==> src/rtl/m3_key_cmd_gen_pkg.sv <==
// Shared definitions for the M3 key command generator: default timing,
// key slot indices and the INC/DEC auto-repeat FSM state encoding.
package m3_pkg;

    localparam int unsigned DEF_DEBOUNCE_CYC  = 20000;
    localparam int unsigned DEF_REPEAT_DELAY  = 10000000;
    localparam int unsigned DEF_REPEAT_PERIOD = 2000000;

    // Slot order of the raw key vector inside the top level
    localparam int unsigned NUM_KEYS    = 7;
    localparam int unsigned KEY_START   = 0;
    localparam int unsigned KEY_STOP    = 1;
    localparam int unsigned KEY_DIR     = 2;
    localparam int unsigned KEY_STEP0   = 3;  // freqUp, freqDn, pwrUp, pwrDn follow
    localparam int unsigned NUM_STEP    = 4;

    // Repeat FSM states
    typedef logic [1:0] rpt_state_t;
    localparam rpt_state_t RPT_IDLE   = 2'd0;
    localparam rpt_state_t RPT_DELAY  = 2'd1;
    localparam rpt_state_t RPT_REPEAT = 2'd2;

    // Bits needed to hold the values 0..max_val
    function automatic int unsigned cnt_width(input int unsigned max_val);
        return (max_val < 1) ? 1 : $clog2(max_val + 1);
    endfunction

endpackage

==> src/rtl/m3_key_cmd_gen_if.sv <==
// Key/command bundle of the M3 key command generator.
// slave: seen from the generator (keys in, commands out); master: the other side.
interface m3_key_cmd_gen_if;

    // Raw push-buttons, active-low, asynchronous to the clock
    logic keyStartI;
    logic keyStopI;
    logic keyDirI;
    logic keyFreqUpI;
    logic keyFreqDnI;
    logic keyPwrUpI;
    logic keyPwrDnI;

    // Motor commands
    logic m3startO;
    logic m3forceStopO;
    logic m3invRotateO;
    logic m3freqINCo;
    logic m3freqDECo;
    logic m3powerINCo;
    logic m3powerDECo;

    modport master (
        output keyStartI, keyStopI, keyDirI, keyFreqUpI, keyFreqDnI, keyPwrUpI, keyPwrDnI,
        input  m3startO, m3forceStopO, m3invRotateO,
        input  m3freqINCo, m3freqDECo, m3powerINCo, m3powerDECo
    );

    modport slave (
        input  keyStartI, keyStopI, keyDirI, keyFreqUpI, keyFreqDnI, keyPwrUpI, keyPwrDnI,
        output m3startO, m3forceStopO, m3invRotateO,
        output m3freqINCo, m3freqDECo, m3powerINCo, m3powerDECo
    );

endinterface

==> src/rtl/m3_key_debounce.sv <==
// One push-button channel: 2-flop synchronizer, counting debouncer and
// press-event detector. held is the debounced "pressed" level; press is a
// one-cycle pulse on the debounced released->pressed transition.
module m3_key_debounce
    import m3_pkg::*;
#(
    parameter int unsigned DEBOUNCE_CYC = DEF_DEBOUNCE_CYC
) (
    input  logic clkI,
    input  logic nRstI,
    input  logic key_raw,
    output logic held,
    output logic press
);

    localparam int unsigned CNT_W = cnt_width(DEBOUNCE_CYC);

    logic             sync1_q;
    logic             sync2_q;
    logic [1:0]       vld_q;
    logic             deb_q;
    logic [CNT_W-1:0] cnt_q;
    logic             armed_q;
    logic             press_q;
    logic             accept;
    logic             fall;

    // Debounced level takes the synchronized value on the last stable cycle
    assign accept = (sync2_q != deb_q) && (cnt_q == CNT_W'(DEBOUNCE_CYC - 1));
    assign fall   = accept && !sync2_q;

    // Synchronizer; vld_q marks when sync2_q holds sampled data rather than reset value
    always_ff @(posedge clkI or negedge nRstI) begin
        if (!nRstI) begin
            sync1_q <= 1'b1;
            sync2_q <= 1'b1;
            vld_q   <= 2'b00;
        end else begin
            sync1_q <= key_raw;
            sync2_q <= sync1_q;
            vld_q   <= {vld_q[0], 1'b1};
        end
    end

    // Debounce counter: restarts on any bounce, saturates instead of wrapping
    always_ff @(posedge clkI or negedge nRstI) begin
        if (!nRstI) begin
            deb_q <= 1'b1;
            cnt_q <= '0;
        end else if (sync2_q == deb_q) begin
            cnt_q <= '0;
        end else if (accept) begin
            deb_q <= sync2_q;
            cnt_q <= '0;
        end else if (cnt_q != CNT_W'(DEBOUNCE_CYC)) begin
            cnt_q <= cnt_q + 1'b1;
        end
    end

    // Press events are only armed once the key has been seen released after reset,
    // so a key held through reset never fires until it is pressed again
    always_ff @(posedge clkI or negedge nRstI) begin
        if (!nRstI) begin
            armed_q <= 1'b0;
            press_q <= 1'b0;
        end else begin
            if (vld_q[1] && sync2_q) begin
                armed_q <= 1'b1;
            end
            press_q <= armed_q && fall;
        end
    end

    assign held  = !deb_q;
    assign press = press_q;

endmodule

==> src/rtl/m3_key_cmd_gen.sv <==
// M3 key command generator: turns seven raw active-low push-buttons into
// registered motor commands (start pulse, force-stop level, direction toggle
// and four INC/DEC step pulses).
// Build option: define M3_KEY_AUTOREPEAT_EN to compile in the DELAY/REPEAT
// auto-repeat FSM for the INC/DEC keys; otherwise they pulse once per press.
module m3_key_cmd_gen
    import m3_pkg::*;
#(
    parameter int unsigned DEBOUNCE_CYC  = DEF_DEBOUNCE_CYC,
    parameter int unsigned REPEAT_DELAY  = DEF_REPEAT_DELAY,
    parameter int unsigned REPEAT_PERIOD = DEF_REPEAT_PERIOD
) (
    input  logic             clkI,
    input  logic             nRstI,
    m3_key_cmd_gen_if.slave  key_if
);

    if (DEBOUNCE_CYC == 0 || REPEAT_DELAY == 0 || REPEAT_PERIOD == 0) begin : g_bad_cfg
        $error("m3_key_cmd_gen: timing parameters must be non-zero");
    end

    logic [NUM_KEYS-1:0] key_raw;
    logic [NUM_KEYS-1:0] key_held;
    logic [NUM_KEYS-1:0] key_press;

    assign key_raw = {key_if.keyPwrDnI, key_if.keyPwrUpI, key_if.keyFreqDnI,
                      key_if.keyFreqUpI, key_if.keyDirI, key_if.keyStopI, key_if.keyStartI};

    for (genvar k = 0; k < NUM_KEYS; k++) begin : g_key
        m3_key_debounce #(
            .DEBOUNCE_CYC (DEBOUNCE_CYC)
        ) u_deb (
            .clkI    (clkI),
            .nRstI   (nRstI),
            .key_raw (key_raw[k]),
            .held    (key_held[k]),
            .press   (key_press[k])
        );
    end

    logic                stop_held;
    logic [NUM_STEP-1:0] step_held;
    logic [NUM_STEP-1:0] step_press;
    logic [1:0]          pair_lock;
    logic [1:0]          pair_lock_q;
    logic [NUM_STEP-1:0] step_block;
    logic [NUM_STEP-1:0] step_trig;
    logic [NUM_STEP-1:0] step_pulse_d;
    logic [NUM_STEP-1:0] step_pulse_q;
    logic                start_q;
    logic                inv_q;

    assign stop_held  = key_held[KEY_STOP];
    assign step_held  = key_held[KEY_STEP0 +: NUM_STEP];
    assign step_press = key_press[KEY_STEP0 +: NUM_STEP];
    // Pair 0 = freqUp/freqDn, pair 1 = pwrUp/pwrDn
    assign pair_lock  = {step_held[3] & step_held[2], step_held[1] & step_held[0]};

    // Blocking and triggering per step channel; when a pair lock lifts, the key
    // still held counts as freshly pressed
    always_comb begin
        step_block = '0;
        step_trig  = '0;
        for (int i = 0; i < NUM_STEP; i++) begin
            step_block[i] = stop_held | pair_lock[i/2];
            step_trig[i]  = step_press[i]
                          | (pair_lock_q[i/2] & ~pair_lock[i/2] & step_held[i]);
        end
    end

`ifdef M3_KEY_AUTOREPEAT_EN
    localparam int unsigned RPT_MAX = (REPEAT_DELAY > REPEAT_PERIOD) ? REPEAT_DELAY
                                                                     : REPEAT_PERIOD;
    localparam int unsigned RPT_W   = cnt_width(RPT_MAX);

    rpt_state_t          rpt_state_q [NUM_STEP];
    rpt_state_t          rpt_state_d [NUM_STEP];
    logic [RPT_W-1:0]    rpt_cnt_q   [NUM_STEP];
    logic [RPT_W-1:0]    rpt_cnt_d   [NUM_STEP];
    logic [NUM_STEP-1:0] rpt_tick;

    // Repeat FSM next state: release, stop or pair lock drop straight to IDLE
    always_comb begin
        rpt_tick = '0;
        for (int i = 0; i < NUM_STEP; i++) begin
            rpt_state_d[i] = rpt_state_q[i];
            rpt_cnt_d[i]   = rpt_cnt_q[i];
            if (step_block[i] || !step_held[i]) begin
                rpt_state_d[i] = RPT_IDLE;
                rpt_cnt_d[i]   = '0;
            end else begin
                case (rpt_state_q[i])
                    RPT_IDLE: begin
                        if (step_trig[i]) begin
                            rpt_state_d[i] = RPT_DELAY;
                            rpt_cnt_d[i]   = '0;
                        end
                    end
                    RPT_DELAY: begin
                        if (rpt_cnt_q[i] == RPT_W'(REPEAT_DELAY - 1)) begin
                            rpt_state_d[i] = RPT_REPEAT;
                            rpt_cnt_d[i]   = '0;
                        end else begin
                            rpt_cnt_d[i] = rpt_cnt_q[i] + 1'b1;
                        end
                    end
                    RPT_REPEAT: begin
                        if (rpt_cnt_q[i] == RPT_W'(REPEAT_PERIOD - 1)) begin
                            rpt_tick[i]  = 1'b1;
                            rpt_cnt_d[i] = '0;
                        end else begin
                            rpt_cnt_d[i] = rpt_cnt_q[i] + 1'b1;
                        end
                    end
                    default: begin
                        rpt_state_d[i] = RPT_IDLE;
                        rpt_cnt_d[i]   = '0;
                    end
                endcase
            end
        end
        step_pulse_d = ~step_block & step_held & (step_trig | rpt_tick);
    end

    // Repeat FSM state and counters
    always_ff @(posedge clkI or negedge nRstI) begin
        if (!nRstI) begin
            for (int i = 0; i < NUM_STEP; i++) begin
                rpt_state_q[i] <= RPT_IDLE;
                rpt_cnt_q[i]   <= '0;
            end
        end else begin
            for (int i = 0; i < NUM_STEP; i++) begin
                rpt_state_q[i] <= rpt_state_d[i];
                rpt_cnt_q[i]   <= rpt_cnt_d[i];
            end
        end
    end
`else
    // Single pulse per press event
    always_comb begin
        step_pulse_d = ~step_block & step_held & step_trig;
    end
`endif

    // Registered command outputs and pair-lock history
    always_ff @(posedge clkI or negedge nRstI) begin
        if (!nRstI) begin
            start_q      <= 1'b0;
            inv_q        <= 1'b0;
            step_pulse_q <= '0;
            pair_lock_q  <= '0;
        end else begin
            start_q      <= key_press[KEY_START] & ~stop_held;
            inv_q        <= inv_q ^ key_press[KEY_DIR];
            step_pulse_q <= step_pulse_d;
            pair_lock_q  <= pair_lock;
        end
    end

    assign key_if.m3startO     = start_q;
    assign key_if.m3forceStopO = stop_held;
    assign key_if.m3invRotateO = inv_q;
    assign key_if.m3freqINCo   = step_pulse_q[0];
    assign key_if.m3freqDECo   = step_pulse_q[1];
    assign key_if.m3powerINCo  = step_pulse_q[2];
    assign key_if.m3powerDECo  = step_pulse_q[3];

endmodule

==> src/flat_wrapper.sv <==
// flat-port wrapper written by rule: the top's interface ports become plain ports
module m3_key_cmd_gen_flat import m3_pkg::*;
#(
    parameter int unsigned DEBOUNCE_CYC  = DEF_DEBOUNCE_CYC,
    parameter int unsigned REPEAT_DELAY  = DEF_REPEAT_DELAY,
    parameter int unsigned REPEAT_PERIOD = DEF_REPEAT_PERIOD
)
  (clkI, nRstI, key_if_keyStartI, key_if_keyStopI, key_if_keyDirI, key_if_keyFreqUpI, key_if_keyFreqDnI, key_if_keyPwrUpI, key_if_keyPwrDnI, key_if_m3startO, key_if_m3forceStopO, key_if_m3invRotateO, key_if_m3freqINCo, key_if_m3freqDECo, key_if_m3powerINCo, key_if_m3powerDECo);
  m3_key_cmd_gen_if key_if_i ();
  input  logic clkI;
  input  logic nRstI;
  input wire logic [$bits(key_if_i.keyStartI)-1:0] key_if_keyStartI;
  input wire logic [$bits(key_if_i.keyStopI)-1:0] key_if_keyStopI;
  input wire logic [$bits(key_if_i.keyDirI)-1:0] key_if_keyDirI;
  input wire logic [$bits(key_if_i.keyFreqUpI)-1:0] key_if_keyFreqUpI;
  input wire logic [$bits(key_if_i.keyFreqDnI)-1:0] key_if_keyFreqDnI;
  input wire logic [$bits(key_if_i.keyPwrUpI)-1:0] key_if_keyPwrUpI;
  input wire logic [$bits(key_if_i.keyPwrDnI)-1:0] key_if_keyPwrDnI;
  output wire logic [$bits(key_if_i.m3startO)-1:0] key_if_m3startO;
  output wire logic [$bits(key_if_i.m3forceStopO)-1:0] key_if_m3forceStopO;
  output wire logic [$bits(key_if_i.m3invRotateO)-1:0] key_if_m3invRotateO;
  output wire logic [$bits(key_if_i.m3freqINCo)-1:0] key_if_m3freqINCo;
  output wire logic [$bits(key_if_i.m3freqDECo)-1:0] key_if_m3freqDECo;
  output wire logic [$bits(key_if_i.m3powerINCo)-1:0] key_if_m3powerINCo;
  output wire logic [$bits(key_if_i.m3powerDECo)-1:0] key_if_m3powerDECo;
  assign key_if_i.keyStartI = key_if_keyStartI;
  assign key_if_i.keyStopI = key_if_keyStopI;
  assign key_if_i.keyDirI = key_if_keyDirI;
  assign key_if_i.keyFreqUpI = key_if_keyFreqUpI;
  assign key_if_i.keyFreqDnI = key_if_keyFreqDnI;
  assign key_if_i.keyPwrUpI = key_if_keyPwrUpI;
  assign key_if_i.keyPwrDnI = key_if_keyPwrDnI;
  assign key_if_m3startO = key_if_i.m3startO;
  assign key_if_m3forceStopO = key_if_i.m3forceStopO;
  assign key_if_m3invRotateO = key_if_i.m3invRotateO;
  assign key_if_m3freqINCo = key_if_i.m3freqINCo;
  assign key_if_m3freqDECo = key_if_i.m3freqDECo;
  assign key_if_m3powerINCo = key_if_i.m3powerINCo;
  assign key_if_m3powerDECo = key_if_i.m3powerDECo;
  m3_key_cmd_gen #(.DEBOUNCE_CYC(DEBOUNCE_CYC), .REPEAT_DELAY(REPEAT_DELAY), .REPEAT_PERIOD(REPEAT_PERIOD)) u_core (.clkI(clkI), .nRstI(nRstI), .key_if(key_if_i));
endmodule
==> config.mk <==
export PLATFORM = sky130hd
export DESIGN_NAME = m3_key_cmd_gen_flat
export DESIGN_NICKNAME = d
export VERILOG_FILES = /design/src/rtl/m3_key_cmd_gen_pkg.sv /design/src/rtl/m3_key_cmd_gen_if.sv /design/src/rtl/m3_key_debounce.sv /design/src/rtl/m3_key_cmd_gen.sv /design/src/flat_wrapper.sv
export SDC_FILE = /design/constraint.sdc
export NUM_CORES = 1
export LEC_CHECK = 0
export CAP_MARGIN = 20
export CORE_MARGIN = 3
export CORE_UTILIZATION = 57
export CTS_CLUSTER_SIZE = 40
export DETAILED_ROUTE_END_ITERATION = 7
export DONT_BUFFER_PORTS = 1
export HOLD_SLACK_MARGIN = 0.08
export PLACE_DENSITY = 0.82
export SLEW_MARGIN = 0
export SYNTH_ARGS = -nofsm -noshare
export SYNTH_HDL_FRONTEND = slang
export SYNTH_SLANG_ARGS = --single-unit
==> constraint.sdc <==
create_clock -name clkI -period 2 [get_ports clkI]
set_input_delay 0.6 -clock clkI [delete_from_list [all_inputs] [get_ports clkI]]
set_output_delay 0.6 -clock clkI [all_outputs]
set_load 0.01 [all_outputs]
Word-level counts from Yosys, hierarchy flattened. Index checks and enable logic that the tools add are counted. W data, S select, Z words.

Output and inout bits: 7. Register bits: 158. Logic and storage cells: 184.

Bitwise logic cells: 28. Mux-type cells: 21. Reductions and logical operators: 50. $add $sub $neg: 7. Equality and inequality tests: 28.

Operators by type and width (count): $mux W15 (21); $add A15 B1 Y15 const B (7); $eq A15 B15 Y1 const B (7); $ne A15 B15 Y1 const B (7); $logic_and A1 B1 Y1 (25); $reduce_bool A3 Y1 (7); $reduce_and A2 Y1 (7); $logic_not A1 Y1 (11); $and A1 B1 Y1 (9); $not A1 Y1 (9); $and A4 B4 Y4 (2); $eq A1 B1 Y1 (7); $ne A1 B1 Y1 (7); $or A1 B1 Y1 (6); $not A4 Y4 (1); $xor A1 B1 Y1 (1).

Longest topological paths before layout. Gate-level depths: netlist of run 1.

Depth in word-level cells: 7. Mapped depth: 6. Gate-level depth less buffers: 6.

By module. A second synthesis of run 1 with hierarchy kept.

Cell total of the unflattened synthesis: 692. Area total of the unflattened synthesis: 7599.8 um^2.

Modules (own cells, without submodules): m3_key_debounce (seq. area each 554.3 um^2, cells each 96, area an instance 1044.8 um^2, times used 7); m3_key_cmd_gen (seq. area each 200.2 um^2, cells each 20, area an instance 286.5 um^2, times used 1).

Worst setup path after synthesis of run 1. No wires, ideal clock.

Kind: reg-to-reg. From: reg u_core.g_key[1].u_deb.cnt_q[12]. To: reg u_core.g_key[1].u_deb.cnt_q[1]. Path buffers: 0. Arrival: 1719 ps. Stages on the path, launching flop included: 5. Clock period less this slack: 1841 ps. Path slack: 159 ps. Cells stage by stage: dfrtp_1 -> or4b_4 -> or4_4 -> mux2i_1 -> nor2_1.

Cells in the longest elaborated chain, start to end: 4. Elaborated cells between the ends (all ways): 6. Classes of those cells: 2 x eq/ne; 2 x mux; 2 x reduce/logical.

Ends and longest elaborated chain: start: declaration (line m3_key_debounce.sv:22) `logic [CNT_W-1:0] cnt_q;`; start signal: assignment (line m3_key_debounce.sv:56) `cnt_q <= cnt_q + 1'b1;`; $eq A15 B15 Y1 (line m3_key_debounce.sv:29) `assign accept = (sync2_q != deb_q) && (cnt_q == CNT_W'(DEBOUNCE_CYC - 1));`; $logic_and A1 B1 Y1 (line m3_key_debounce.sv:29); $mux W15 (line m3_key_debounce.sv:52) `end else if (accept) begin`; $mux W15 (line m3_key_debounce.sv:50) `end else if (sync2_q == deb_q) begin`.

Several ways; a longest one is shown, not always the timed one. A chain may end at the register's enable or synchronous reset.

Worst setup path in the final report of run 1. Ends and elaborated chain as after synthesis.

==> summary.txt, run 1 <==
Run status
  – Run status: complete, but fails checks
  – Failing checks: hold timing

Synthesis
  – EDFF count, synth: 0
  – Post-Synthesis Cell Area: about 7000 sq um
  – Simple-gate share of the synthesized area: 0.254
  – Synth Area in XOR/XNOR: 0.119
  – Synth Instances: around 680
  – Number of synthesis warnings: 0
  – Yosys cell types: 42
  – Yosys reg bits: about 150
  – FFs w/ async S/R, synth: 1.00
  – Synth area leaders: dfrtp_1 (46%), xnor2_1 (8.3%), dfstp_2 (7.9%), nor2_1 (5.9%), xor2_1 (3.6%)
  – Top cells by count, synth: dfrtp_1 (127), nor2_1 (110), xnor2_1 (66)
  – Main combinational cell family by area after synthesis: simple AND/OR/NAND/NOR gates
  – Compound-gate portion of the synthesized area: 0.0233
  – Post-synth top area share: 0.455
  – Post-synth top flop: dfrtp_1
  – Adder-Cell Fraction of Synth Area: 0.0251
  – Mux contribution to synthesized area: 0.0197
  – Post-synthesis sequential area ratio: 0.534
  – Dominant cell type by area after synthesis: dfrtp_1
  – Synthesized Nets: 700
  – Count leader, synth: dfrtp_1
  – Avg Synthesized Cell Area: slightly above 10 sq um

Global routing
  – GRT overflow: 0
  – Vias in the first global route: between 4000 and 5000
  – Total GRT Usage: 0.209
  – First-pass GRT wire length: 22400 um
  – Largest net degree at the start of global routing: roughly 150
  – Initial antenna violation count: 0

Route
  – Drt pass-1 iters: 5
  – Antenna Nets Post-Route: 0
  – Final wirelength: 13000 um
  – Starting DRT DRC Count: ~290
  – DR WL/cell: ~15 um
  – DR DRC count: 0
  – Via Count: ~5000
  – Routed vias/inst: 5.72

Finish
  – NumNets Final: 720
  – Post-route insts no fill: between 800 and 900
  – Final Util: 0.667
  – # fillers: between 800 and 900
  – Area grow syn2layout: 11.8%
  – Ratio of cells with drive above 1 in the final layout: 0.0944
  – Antenna diodes: 0

STA
  – Endpoints failing hold: roughly 130
  – Final Max Tran Viols: 0
  – Slew of the pin with the lowest slew margin: 0.571 ns
  – Final setup viols: 0
  – Setup TNS: 0 ns
  – Worst Skew: around 0.0073 ns
  – Worst setup margin: 0.0869 ns
  – Fin crit period: 1.91 ns
  – Fmax: ~520 MHz
  – Max_slew headroom: 0.614
  – Hold_ws: -0.130 ns
  – RSZ-0062 raised after global routing: no
  – Final worst path period share: 0.957

Worst setup path
  – Sum of buffers and inverters on the critical path: 0
  – Critical-path cell list: or4b_4 -> or4_4 -> mux2i_1 -> nor2_1
  – Slowest-stage cell, CP: or4b_4
  – Slowest Stage Delay on Critical Path: just under 0.6 ns
  – Setup crit end kind: flip-flop
  – Crit Path Category: flip-flop to flip-flop
  – Worst setup SP type: flip-flop
  – Crit path max-delay family: simple AND/OR/NAND/NOR gates
  – Worst path arrival time: roughly 2.2 ns
  – CP required: approximately 2.3 ns
  – Highest net fanout along the worst path: 4

Clocking
  – Clk slew on worst S/H paths: 0.06 ns
  – Clock buffer depth: 2
  – Root Driver: clkbuf_16
  – Resize count post-CTS: 0
  – CTS tree: yes
  – Clk sinks: 148
  – H-tree depth: 4
  – Cts bufs inserted: 17
  – Worst-skew pair later-pin latency: approximately 0.42 ns

Placement
  – Final Wtd Congestion: between 0.8 and 0.9
  – Post-Place Setup Slack: ~0.11 ns
  – Placed instance count: 820
  – IO Port Bufs: 0
  – Post-DP HPWL: between 8000 and 9000 um

Power and ir drop
  – Flop pwr share: 0.477
  – Pwr per Cell Area: roughly 840 nW/um^2
  – Net Sw Frac: 0.215
  – Worst IR Drop VDD: around 0.68 mV
  – Overall Power: 0.00654 W
  – Switching power total: approximately 0.0014 W
  – Clock network power share: 0.498
  – Combinational Power Share: 0.024
  – Leakage power: around 3.2 nW
  – Pint: about 0.005 W

Floorplan
  – Io pins: 16
  – Die area: between 10000 and 15000 sq um
  – Die H: 117 um
  – Cell row count: 39
  – Area of the core: 11700 sq um
  – Die width: 117 um
  – Starting density of the core: 0.596

Flow run
  – Number of max-cap violations: 0

Min path
  – Worst min path class: input port to asynchronous set/reset pin
==> cell usage in the layout, fill, tap and decap left out, types with 21 or more instances in the layout <==
cell type and count:
nor4_1 23, nand3_1 34, nor2_1 110, dfrtp_1 127
xor2_1 29, nand4_1 30, xnor2_1 66, nor3_1 34
nand2_1 39, inv_1 35, dfstp_2 21
==> per-stage QoR <==
step	instance area [sq um]	hold WS [ns]
6_report	7810	-0.130
3_3_place_gp	7190	0.309
2_1_floorplan	6980	0.304
4_1_cts	7800	-0.148
3_5_place_dp	7190	0.311
5_1_grt	7810	-0.154
==> worst paths after layout <==
| check | from | to | slack (ns) | cells after the start |
|---|---|---|---|---|
| min in group clkI | key_if_keyDirI | u_core.g_key[2].u_deb.sync1_q | 0.17 | 0 |
| hold / removal | nRstI | u_core.g_key[2].u_deb.cnt_q[7] | -0.13 | 0 |
| setup / recovery | u_core.g_key[1].u_deb.cnt_q[12] | u_core.g_key[1].u_deb.cnt_q[1] | 0.09 | 4 |
| setup reg to reg | u_core.g_key[1].u_deb.cnt_q[12] | u_core.g_key[1].u_deb.cnt_q[1] | 0.09 | 4 |
| max in group asynchronous | nRstI | u_core.g_key[5].u_deb.sync2_q | 1.88 | 0 |
| hold reg to reg | u_core.g_key[0].u_deb.sync1_q | u_core.g_key[0].u_deb.sync2_q | 0.36 | 0 |
==> area by class of cell <==
| type | count | area, sq um | area share |
|---|---|---|---|
| Sequential cell | 148 | 3730 | 0.478 |
| Multi-Input combinational cell | 486 | 3090 | 0.395 |
| Clock buffer | 18 | 439 | 0.0562 |
| Tap cell | 143 | 179 | 0.0229 |
| Clock inverter | 14 | 176 | 0.0226 |
| Inverter | 35 | 131 | 0.0168 |
| Timing Repair Buffer | 9 | 67.6 | 0.00865 |
==> timing repair <==
item                       4_1_cts  5_1_grt
setup endpoints to repair        0       11
setup buffers                    0        1
hold endpoints to repair       148      148
==> flip-flops by register name (all words and copies together), names as in the netlist <==
signal	cells
u_core.pair_lock_q	2
u_core.g_key.u_deb.vld_q	2
u_core.g_key.u_deb.sync2_q	7
u_core.key_if.m3invRotateO	1
u_core.step_pulse_q	4
u_core.g_key.u_deb.sync1_q	7
u_core.g_key.u_deb.cnt_q	105
u_core.key_if.m3startO	1
u_core.g_key.u_deb.press	6
u_core.g_key.u_deb.armed_q	6
u_core.g_key.u_deb.deb_q	7
==> per-layer routing <==
layer / up-vias / share of wire / track usage
met5: - / 0 / 0
met4: 0 / 0.017 / 0.0849
met3: 20 / 0.036 / 0.0482
met2: 82 / 0.51 / 0.350
met1: 2402 / 0.43 / 0.266
li1: 2373 / - / -
==> cell families (layout without fill, tap and decap cells) <==
logic type               after synthesis  count (layout)
AO/OA/AOI/OAI                         24              24
XOR/XNOR                              95              95
adder cells (fa/ha/maj)               14              14
buffers and inverters                 43              76
flip-flops                           148             148
multiplexers                          13              13
other                                  1               1
AND/OR/NAND/NOR                      339             339
==> power by group through the flow <==
| stage | Combinational, W | Clock [W] | Sequential (W) |
|---|---|---|---|
| floorplan | 0.000121 | 0 | 0.00316 |
| global placement | 0.000149 | 0 | 0.00317 |
| detailed placement | 0.000158 | 0 | 0.00317 |
| CTS | 0.000160 | 0.00333 | 0.00312 |
| global route | 0.000184 | 0.00346 | 0.00313 |
| finish | 0.000159 | 0.00326 | 0.00312 |
(Power assumes the default switching activity.)
==> run 2, diff against run 1 <==
--- a/config.mk
+++ b/config.mk
@@ -12,7 +12,7 @@
 export DETAILED_ROUTE_END_ITERATION = 7
 export DONT_BUFFER_PORTS = 1
 export HOLD_SLACK_MARGIN = 0.08
-export PLACE_DENSITY = 0.82
+export PLACE_DENSITY = 0.7
 export SLEW_MARGIN = 0
 export SYNTH_ARGS = -nofsm -noshare
 export SYNTH_HDL_FRONTEND = slang
==> summary.txt, run 2 (same netlist as run 1, synthesis figures left out) <==
STA
  – Fmax: 521 MHz (-0.29%)
  – Worst Skew: 0.0104 ns (+0.00312 ns)
  – Endpoints failing hold: 127 (unchanged)
  – Final Max Tran Viols: 0 (unchanged)
  – Final worst path period share: 0.959 (+0.00279)
  – RSZ-0062 raised after global routing: no
  – Hold_ws: -0.116 ns (+0.0140 ns)
  – Fin crit period: 1.92 ns (+0.00558 ns)
  – Setup TNS: 0 ns (unchanged)
  – Final setup viols: 0 (unchanged)

Placement
  – IO Port Bufs: 0 (unchanged)
  – Final Wtd Congestion: 0.811 (-5.1%)
  – Post-DP HPWL: 7910 um (-5.9%)

Worst setup path
  – Highest net fanout along the worst path: 4 (unchanged)
  – Setup crit end kind: flip-flop
  – Critical-path cell list: or4b_4 -> or4_4 -> xnor2_1 -> nor2_1
  – Crit path depth: 4 (unchanged)
  – FF-to-FF setup slack: 0.08 ns (about the same)
  – Crit path launch: u_core.g_key[1].u_deb.cnt_q[12]
  – Slowest Stage Delay on Critical Path: 0.59 ns (about the same)
  – Worst setup SP type: flip-flop
  – Crit path max-delay family: simple AND/OR/NAND/NOR gates
  – Slowest-stage cell, CP: or4b_4
  – Reg2Reg Depth: 4 (unchanged)
  – Sum of buffers and inverters on the critical path: 0 (unchanged)
  – Crit Reg-Reg Endpoint: u_core.g_key[1].u_deb.cnt_q[0]
  – FF-to-FF Start: u_core.g_key[1].u_deb.cnt_q[12]
  – Worst path arrival time: 2.22 ns (about the same)
  – Crit Path Category: flip-flop to flip-flop
  – CP required: 2.30 ns (about the same)
  – Worst Setup EP: u_core.g_key[1].u_deb.cnt_q[0]

Route
  – DR WL/cell: 14.2 um (-7.0%)
  – Starting DRT DRC Count: 296 (+0.68%)
  – DR DRC count: 0 (unchanged)
  – Routed vias/inst: 5.59 (-2.1%)
  – Final wirelength: 12100 um (-6.9%)
  – Antenna Nets Post-Route: 0 (unchanged)
  – Via Count: 4778 (-2.0%)
  – Drt pass-1 iters: 4 (-1)

Global routing
  – Most Crowded Layer GR: met2
  – Initial antenna violation count: 0 (unchanged)
  – Total GRT Usage: 0.200 (-0.00983)
  – GRT overflow: 0 (unchanged)
  – First-pass GRT wire length: 21400 um (-4.7%)
  – GR Util met3: 0.0617 (+0.0135)
  – Met2 Resource Use GR: 0.320 (-0.0294)
  – Met1 usage: 0.257 (-0.00834)
  – Largest net degree at the start of global routing: 149 (unchanged)
  – Vias in the first global route: 4727 (-2.1%)

Finish
  – # fillers: 911 (+5.2%)
  – Commonest non-fill, non-tap cell in the layout: dfrtp_1
  – NumNets Final: 721 (+0.14%)
  – Max reg flops: 105 (unchanged)
  – Area grow syn2layout: 10.9%
  – Leading cell types in the layout, fill and taps excluded: dfrtp_1 (127), nor2_1 (110), xnor2_1 (66), nand2_1 (39), inv_1 (35)
  – Ratio of cells with drive above 1 in the final layout: 0.0872 (-0.00717)
  – Biggest register: u_core.g_key.u_deb.cnt_q
  – Antenna diodes: 0 (unchanged)

Clocking
  – Clk sinks: 148 (unchanged)
  – Clock buffer depth: 2 (unchanged)
  – Cts bufs inserted: 17 (unchanged)
  – Worst-skew pair later-pin latency: 0.42 ns (about the same)
  – CTS tree: yes
  – Clk slew on worst S/H paths: 0.05 ns (about the same)
  – Root Driver: clkbuf_16
  – H-tree depth: 4 (unchanged)

Power and ir drop
  – Worst IR Drop VDD: 0.619 mV (-8.7%)
  – Overall Power: 0.00618 W (-5.6%)
  – Pwr per Cell Area: 798 nW/um^2 (-4.8%)
  – Leakage power: 3.20 nW (-1.1%)

Flow run
  – Number of max-cap violations: 0 (unchanged)

Floorplan
  – Io pins: 16 (unchanged)
  – Die width: 117 um (unchanged)
  – Die H: 117 um (unchanged)
  – Die area: 13600 sq um (unchanged)
  – Starting density of the core: 0.596 (unchanged)
  – Cell row count: 39 (unchanged)
  – Area of the core: 11700 sq um (unchanged)

Run status
  – Failing checks: hold timing
  – Run status: complete, but fails checks

Min path
  – Worst min path class: input port to asynchronous set/reset pin
run 2: layer usage:
layer  routed length [um]  part of all wire
met1                 5730              0.47
met2                 5810              0.48
met3                  385             0.032
met4                  172             0.014
met5                    0                 0
run 2: layout make-up:
| class | instances | area, sq um | area share |
|---|---|---|---|
| inverters | 35 | 131 | 0.0170 |
| flip-flops and latches | 148 | 3730 | 0.482 |
| clock inverters | 6 | 57.6 | 0.00743 |
| multi-input cells | 486 | 3090 | 0.399 |
| well taps | 143 | 179 | 0.0231 |
| clock buffers | 26 | 479 | 0.0619 |
| repair buffers | 10 | 75.1 | 0.00969 |
run 2: through the flow:
step                      instances  worst slack [ns]  hold slack, ns  utilization  cell area [sq um]
final                           854            0.0813          -0.116        0.661               7740
after global routing            854           0.00503          -0.154        0.661               7740
after CTS                       854            0.0825          -0.143        0.661               7740
after detailed placement        822            0.0802           0.311        0.615               7200
after global placement          822             0.121           0.309        0.615               7200
after floorplan                 677             0.159           0.304            -               6980
run 2: worst min-delay path by stage:
stage,to,cells past startpoint,slack [ns]
final,u_core.g_key[1].u_deb.cnt_q[3],0,-0.12
after global routing,u_core.g_key[2].u_deb.cnt_q[11],0,-0.15
after CTS,u_core.key_if.m3invRotateO,0,-0.14
after detailed placement,u_core.g_key[2].u_deb.cnt_q[2],0,0.31
after global placement,u_core.g_key[1].u_deb.cnt_q[3],0,0.31
after floorplan,u_core.g_key[0].u_deb.armed_q,0,0.30
run 2: repair_timing:
item | in CTS | in global routing
buffers inserted | 0 | 0
hold endpoints to repair | 148 | 148
setup endpoints to repair | 0 | 1
resized for setup | 0 | 1
run 2: where the power goes:
group          internal (W)  switching [W]  leakage (nW)
clock network       0.00177        0.00113         0.262
registers           0.00306      0.0000660          1.93
logic             0.0000731      0.0000873          1.01
total               0.00490        0.00128          3.20
==> run 3, diff against run 2 <==
--- a/config.mk
+++ b/config.mk
@@ -12,7 +12,7 @@
 export DETAILED_ROUTE_END_ITERATION = 7
 export DONT_BUFFER_PORTS = 1
 export HOLD_SLACK_MARGIN = 0.08
-export PLACE_DENSITY = 0.7
+export PLACE_DENSITY_LB_ADDON = 0.12
 export SLEW_MARGIN = 0
 export SYNTH_ARGS = -nofsm -noshare
 export SYNTH_HDL_FRONTEND = slang
==> summary.txt, run 3 (same netlist as run 1, synthesis figures left out) <==
Run status
  – Run status: complete, but fails checks
  – Failing checks: hold timing

Power and ir drop
  – Pint: 0.00504 W (+2.8%)
  – Flop pwr share: 0.496 (-0.010)
  – Combinational Power Share: 0.026 (about the same)
  – Pwr per Cell Area: 808 nW/um^2 (+1.3%)
  – Worst IR Drop VDD: 0.734 mV (+19%)
  – Switching power total: 0.00126 W (-1.2%)
  – Net Sw Frac: 0.201 (-0.00644)
  – Clock network power share: 0.478 (+0.010)
  – Leakage power: 3.23 nW (+0.95%)

Floorplan
  – Cell row count: 39 (unchanged)
  – Die H: 117 um (unchanged)
  – Starting density of the core: 0.596 (unchanged)
  – Area of the core: 11700 sq um (unchanged)
  – Io pins: 16 (unchanged)
  – Die width: 117 um (unchanged)
  – Die area: 13600 sq um (unchanged)

Placement
  – Placed Area: 7220 sq um (+0.28%)
  – Post-DP HPWL: 8010 um (+1.2%)
  – Final Wtd Congestion: 0.811 (about the same)
  – Post-Place Setup Slack: 0.0764 ns (-0.00379 ns)
  – IO Port Bufs: 0 (unchanged)

Min path
  – Worst min path class: input port to asynchronous set/reset pin

Clocking
  – Worst-skew pair later-pin latency: 0.42 ns (about the same)
  – Clk slew on worst S/H paths: 0.05 ns (about the same)
  – Root Driver: clkbuf_16
  – Clock buffer depth: 2 (unchanged)
  – H-tree depth: 4 (unchanged)
  – CTS tree: yes
  – Cts bufs inserted: 17 (unchanged)
  – Clk sinks: 148 (unchanged)

Finish
  – Ratio of cells with drive above 1 in the final layout: 0.0913 (+0.00409)
  – Biggest register: u_core.g_key.u_deb.cnt_q
  – Leading cell types in the layout, fill and taps excluded: dfrtp_1 (127), nor2_1 (110), xnor2_1 (66), nand2_1 (39), inv_1 (35)
  – Max reg flops: 105 (unchanged)
  – NumNets Final: 722 (+0.14%)
  – Final Cell Area: 7800 sq um (+0.71%)
  – # fillers: 889 (-2.4%)
  – Commonest non-fill, non-tap cell in the layout: dfrtp_1
  – Antenna diodes: 0 (unchanged)
  – Area grow syn2layout: 11.7%

Global routing
  – Total GRT Usage: 0.199 (about the same)
  – GRT overflow: 0 (unchanged)
  – First-pass GRT wire length: 21200 um (-0.74%)
  – Initial antenna violation count: 0 (unchanged)
  – Largest net degree at the start of global routing: 149 (unchanged)
  – Vias in the first global route: 4662 (-1.4%)

STA
  – RSZ-0062 raised after global routing: yes
  – Worst Skew: 0.00854 ns (-0.00185 ns)
  – Final Max Tran Viols: 0 (unchanged)
  – Final setup viols: 0 (unchanged)
  – Worst setup margin: 0.0714 ns (-0.00993 ns)
  – Final worst path period share: 0.964 (+0.00497)
  – Hold_ws: -0.118 ns (-0.00256 ns)
  – Fin crit period: 1.93 ns (+0.00993 ns)
  – Setup TNS: 0 ns (unchanged)
  – Endpoints failing hold: 127 (unchanged)
  – Fmax: 519 MHz (-0.52%)

Worst setup path
  – Worst setup SP type: flip-flop
  – Crit Path Category: flip-flop to flip-flop
  – CP required: 2.30 ns (about the same)
  – Highest net fanout along the worst path: 4 (unchanged)
  – Setup crit end kind: flip-flop
  – Worst path arrival time: 2.23 ns (about the same)

Route
  – Starting DRT DRC Count: 378 (+28%)
  – DR DRC count: 0 (unchanged)
  – Drt pass-1 iters: 4 (unchanged)
  – Final wirelength: 12100 um (+0.12%)
  – DR WL/cell: 14.2 um (about the same)
  – Routed vias/inst: 5.55 (-0.72%)
  – Antenna Nets Post-Route: 0 (unchanged)
  – Via Count: 4749 (-0.61%)

Flow run
  – Number of max-cap violations: 0 (unchanged)
-- run 3: changes by cell type in the layout (fill, tap and decap cells not counted), sizes merged --
cell | before | now
clkinvlp | 1 | 0
buf | 10 | 11
clkinv | 4 | 3
clkbuf | 26 | 28
-- run 3: power groups by stage --
stage | Sequential (W) | Clock (W) | Combinational, W
after global routing | 0.00313 | 0.00325 | 0.000191
after detailed placement | 0.00317 | 0 | 0.000166
after floorplan | 0.00316 | 0 | 0.000121
final | 0.00312 | 0.00301 | 0.000164
after global placement | 0.00317 | 0 | 0.000156
after CTS | 0.00312 | 0.00310 | 0.000167
-- run 3: metrics by stage --
step                       util  total power (W)  hold WS [ns]  instances
final                     0.666          0.00630        -0.118        855
after global routing      0.666          0.00657        -0.152        855
after CTS                 0.665          0.00639        -0.143        855
after detailed placement  0.617          0.00334         0.311        823
after global placement    0.617          0.00333         0.311        823
after floorplan               -          0.00328         0.304        677
-- run 3: layout make-up --
cell class	count	area (sq um)	area share
multi-input cells	486	3090	0.396
well taps	143	179	0.0229
repair buffers	11	95.1	0.0122
clock inverters	4	45.0	0.00578
clock buffers	28	527	0.0675
inverters	35	131	0.0168
flip-flops and latches	148	3730	0.478
-- run 3: critical path: stages, from the launching register on --
cell and delay (ns):
dfrtp_1 0.41, or4b_4 0.59, or4_4 0.58, mux2i_1 0.18, nor2_1 0.05
-- run 3: worst paths after layout --
path | from | end | slack, ns | cells after the start
worst max-delay path | u_core.g_key[1].u_deb.cnt_q[12] | u_core.g_key[1].u_deb.cnt_q[1] | 0.07 | 4
worst min-delay path | nRstI | u_core.g_key[1].u_deb.cnt_q[3] | -0.12 | 0
worst max register to register | u_core.g_key[1].u_deb.cnt_q[12] | u_core.g_key[1].u_deb.cnt_q[1] | 0.07 | 4
worst min register to register | u_core.g_key[3].u_deb.sync1_q | u_core.g_key[3].u_deb.sync2_q | 0.35 | 0
max in group asynchronous | nRstI | u_core.g_key[2].u_deb.deb_q | 1.80 | 0
min in group clkI | key_if_keyDirI | u_core.g_key[2].u_deb.sync1_q | 0.18 | 0
-- run 3: what timing repair did --
item	in CTS	in global routing
hold endpoints to repair	148	148
setup endpoints to repair	0	2
setup buffers	0	0
gates resized for setup	0	1
-- run 3: layer usage --
| metal | GRT usage | vias to the layer above | share of wire |
|---|---|---|---|
| li1 | - | 2363 | - |
| met1 | 0.253 | 2313 | 0.46 |
| met5 | 0 | - | 0 |
| met3 | 0.0658 | 10 | 0.039 |
| met2 | 0.325 | 63 | 0.48 |
| met4 | 0.0665 | 0 | 0.011 |
==> variant, RTL diff (flow settings as in run 1) <==
The option `M3_KEY_AUTOREPEAT_EN` is turned on by a define.
--- a/src/rtl/m3_key_cmd_gen.sv
+++ b/src/rtl/m3_key_cmd_gen.sv
@@ -3,6 +3,8 @@
 // and four INC/DEC step pulses).
 // Build option: define M3_KEY_AUTOREPEAT_EN to compile in the DELAY/REPEAT
 // auto-repeat FSM for the INC/DEC keys; otherwise they pulse once per press.
+`define M3_KEY_AUTOREPEAT_EN
+
 module m3_key_cmd_gen
     import m3_pkg::*;
 #(
Formal check against the unedited RTL: no difference found for any inputs over 10 cycles, from zero or initial values and one cycle with nRstI low; that may be too few to reach the edited logic, so the function may still have changed.
==> variant against run 1 <==
- the flow finishes with violations (negative hold slack, negative setup slack)
- first-iteration DRC count grew to 2.9 times the old value
- sequential power grew 67%
- cell area increased by 99%
- wire length grew 130%
- sequential share of layout area decreased by 7.0 points
- synthesized area increased by 82%
- sequential cell count up 104
- hold slack lost 110 ps
- setup slack worse by 310 ps
- power up 62%
- global-route usage increased by 2.6 points
- cell count increased by 110%
- critical path type unchanged
- critical endpoint is now u_core.rpt_cnt_q[21]$_DFFE_PN0P_
- highest routed layer unchanged
==> variant: results <==
group,metric,value,unit
synthesis,seq_area_frac_synth,0.500,
route,drt_iter0_drc,859,
placement,placedCellCount,1673,
sta,finalSetupTns,-5190,ps
setup_path,cp_slowest_cell,"dfrtp_1",
pwr,p_leak,6.66,nW
setup_path,crit_arrival,2640,ps
route,drt_pass1_iterations,6,
global_route,grt_pass1_vias,10400,
global_route,grt_first_pass_wirelength,48300,microns
synthesis,synth_xor_area_frac,0.0947,
synthesis,synth.cells.most_frequent,"dfrtp_1 (231), nor2_1 (229), nand2_1 (103)",
sta,setup_viol,46,
status,violations,"negative hold slack, negative setup slack",
synthesis,syn_inst,1322,
route,routed_wl,29500,microns
clock_network,clkSlewWorstSetupHoldPaths,60,ps
clock_network,ctsHoldBuffers,7,
route,via_per_inst,5.90,
setup_path,path_delay_family,"compound AO/OA/AOI/OAI gates",
cells_and_area,drive_above_1_share,0.213,
clock_network,htreeDepth,1,
synthesis,synthAdderAreaFrac,0.0316,
sta,setup_slack,-219,ps
cells_and_area,nets,1504,
cells_and_area,diodes,0,
global_route,grtUsageTotal,0.235,
synthesis,synth-compound-area-share,0.0755,
sta,holdWs,-242,ps
placement,dp_hpwl,17500,microns
setup_path,slowest_delay,420,ps
setup_path,critPathMaxFanout,8,
status,status,"finished, violations left",
global_route,grt_start_max_net_pins,253,
cells_and_area,final_cells,1758,
clock_network,worstSkewPairLatency,540,ps
placement,gp_congestion,0.869,
sta,final-hold-violation-count,231,
cells_and_area,nFillCells,1412,
synthesis,synth_cell_type_count,62,
clock_network,cts_max_path_buffers,3,
cells_and_area,reg_top3,"u_core.g_key.u_deb.cnt_q: 105 flops, u_core.rpt_cnt_q: 96 flops, u_core.rpt_state_q: 8 flops",
synthesis,synth.area.mux_share,0.0219,
clock_network,cts-buffers-inserted,27,
sta,finClkSkew,12.2,ps
global_route,antenna_found_initial,0,
synthesis,synth_area_leaders,"dfrtp_1 (46%), nor2_1 (6.8%), xor2_1 (6.1%)",
synthesis,syn-num-nets,1363,
pwr,peakVddDrop,0.714,mV
sta,tightest_slew,676,ps
variant: cell types whose count changed in the layout (fill, tap and decap cells not counted), moves of 18 or more:
cell,delta
and3_1,+28
xor2_1,+60
o21ai_0,+21
dfrtp_1,+102
nand2_1,+62
buf_4,+112
xnor2_1,-18
nand3_1,+56
nor2_1,+113
variant: timing repair:
action                     CTS  global route
pin swaps                   19            27
setup buffers               14            12
hold endpoints to repair   259           252
gates resized for setup     34            82
setup endpoints to repair   45           153
gates cloned                 1             2
variant: layout make-up:
class / count / share of cell area
Sequential cell: 252 / 0.408
Timing Repair Buffer: 144 / 0.0774
Clock buffer: 43 / 0.0545
Clock inverter: 6 / 0.00564
Inverter: 50 / 0.0121
Tap cell: 275 / 0.0222
Multi-Input combinational cell: 988 / 0.420
variant: metrics by stage:
step	setup slack [ps]	instance area (sq um)	power, mW	utilization	hold slack, ps
floorplan	-15.9	12800	5.42	-	304
global placement	-261	13800	5.47	0.646	319
detailed placement	-273	13800	5.48	0.646	317
CTS	-122	15100	10.6	0.706	-248
global route	-241	15500	10.9	0.725	-262
finish	-219	15500	10.6	0.725	-242
variant: worst paths after layout:
kind	startpoint	endpoint	slack, ps	cells after the start
worst max-delay path	u_core.rpt_cnt_q[11]$_DFFE_PN0P_	u_core.rpt_cnt_q[21]$_DFFE_PN0P_	-220	7
min in group clkI	u_core.g_key[0].u_deb.vld_q[0]$_DFF_PN0_	u_core.g_key[0].u_deb.vld_q[1]$_DFF_PN0_	350	0
worst max register to register	u_core.rpt_cnt_q[11]$_DFFE_PN0P_	u_core.rpt_cnt_q[21]$_DFFE_PN0P_	-220	7
worst min register to register	u_core.g_key[0].u_deb.vld_q[0]$_DFF_PN0_	u_core.g_key[0].u_deb.vld_q[1]$_DFF_PN0_	350	0
worst min-delay path	nRstI	u_core.rpt_cnt_q[22]$_DFFE_PN0P_	-240	0
max in group asynchronous	nRstI	u_core.g_key[1].u_deb.sync1_q$_DFF_PN1_	1790	0
variant: power breakdown:
part           internal [mW]  switching, mW
Combinational         0.0876         0.0992
Sequential              5.16         0.0592
Clock                   3.14           2.03
variant: layer usage:
metal / vias up / global-route usage / wire length, microns
met2: 291 / 0.416 / 14900
met3: 110 / 0.0345 / 1330
met1: 5114 / 0.298 / 12200
li1: 4864 / - / -
met4: 0 / 0.0782 / 1110
met5: - / 0 / 0
variant: logic make-up (layout without fill, tap and decap cells):
| logic type | after synthesis | after routing |
|---|---|---|
| AOI/OAI and AO/OA | 147 | 149 |
| DFF | 252 | 252 |
| muxes | 26 | 26 |
| adders and majority gates | 32 | 32 |
| and+or+nand+nor | 643 | 643 |
| other | 1 | 1 |
| xor gates and xnor gates | 137 | 137 |
| buffers and inverters | 84 | 243 |
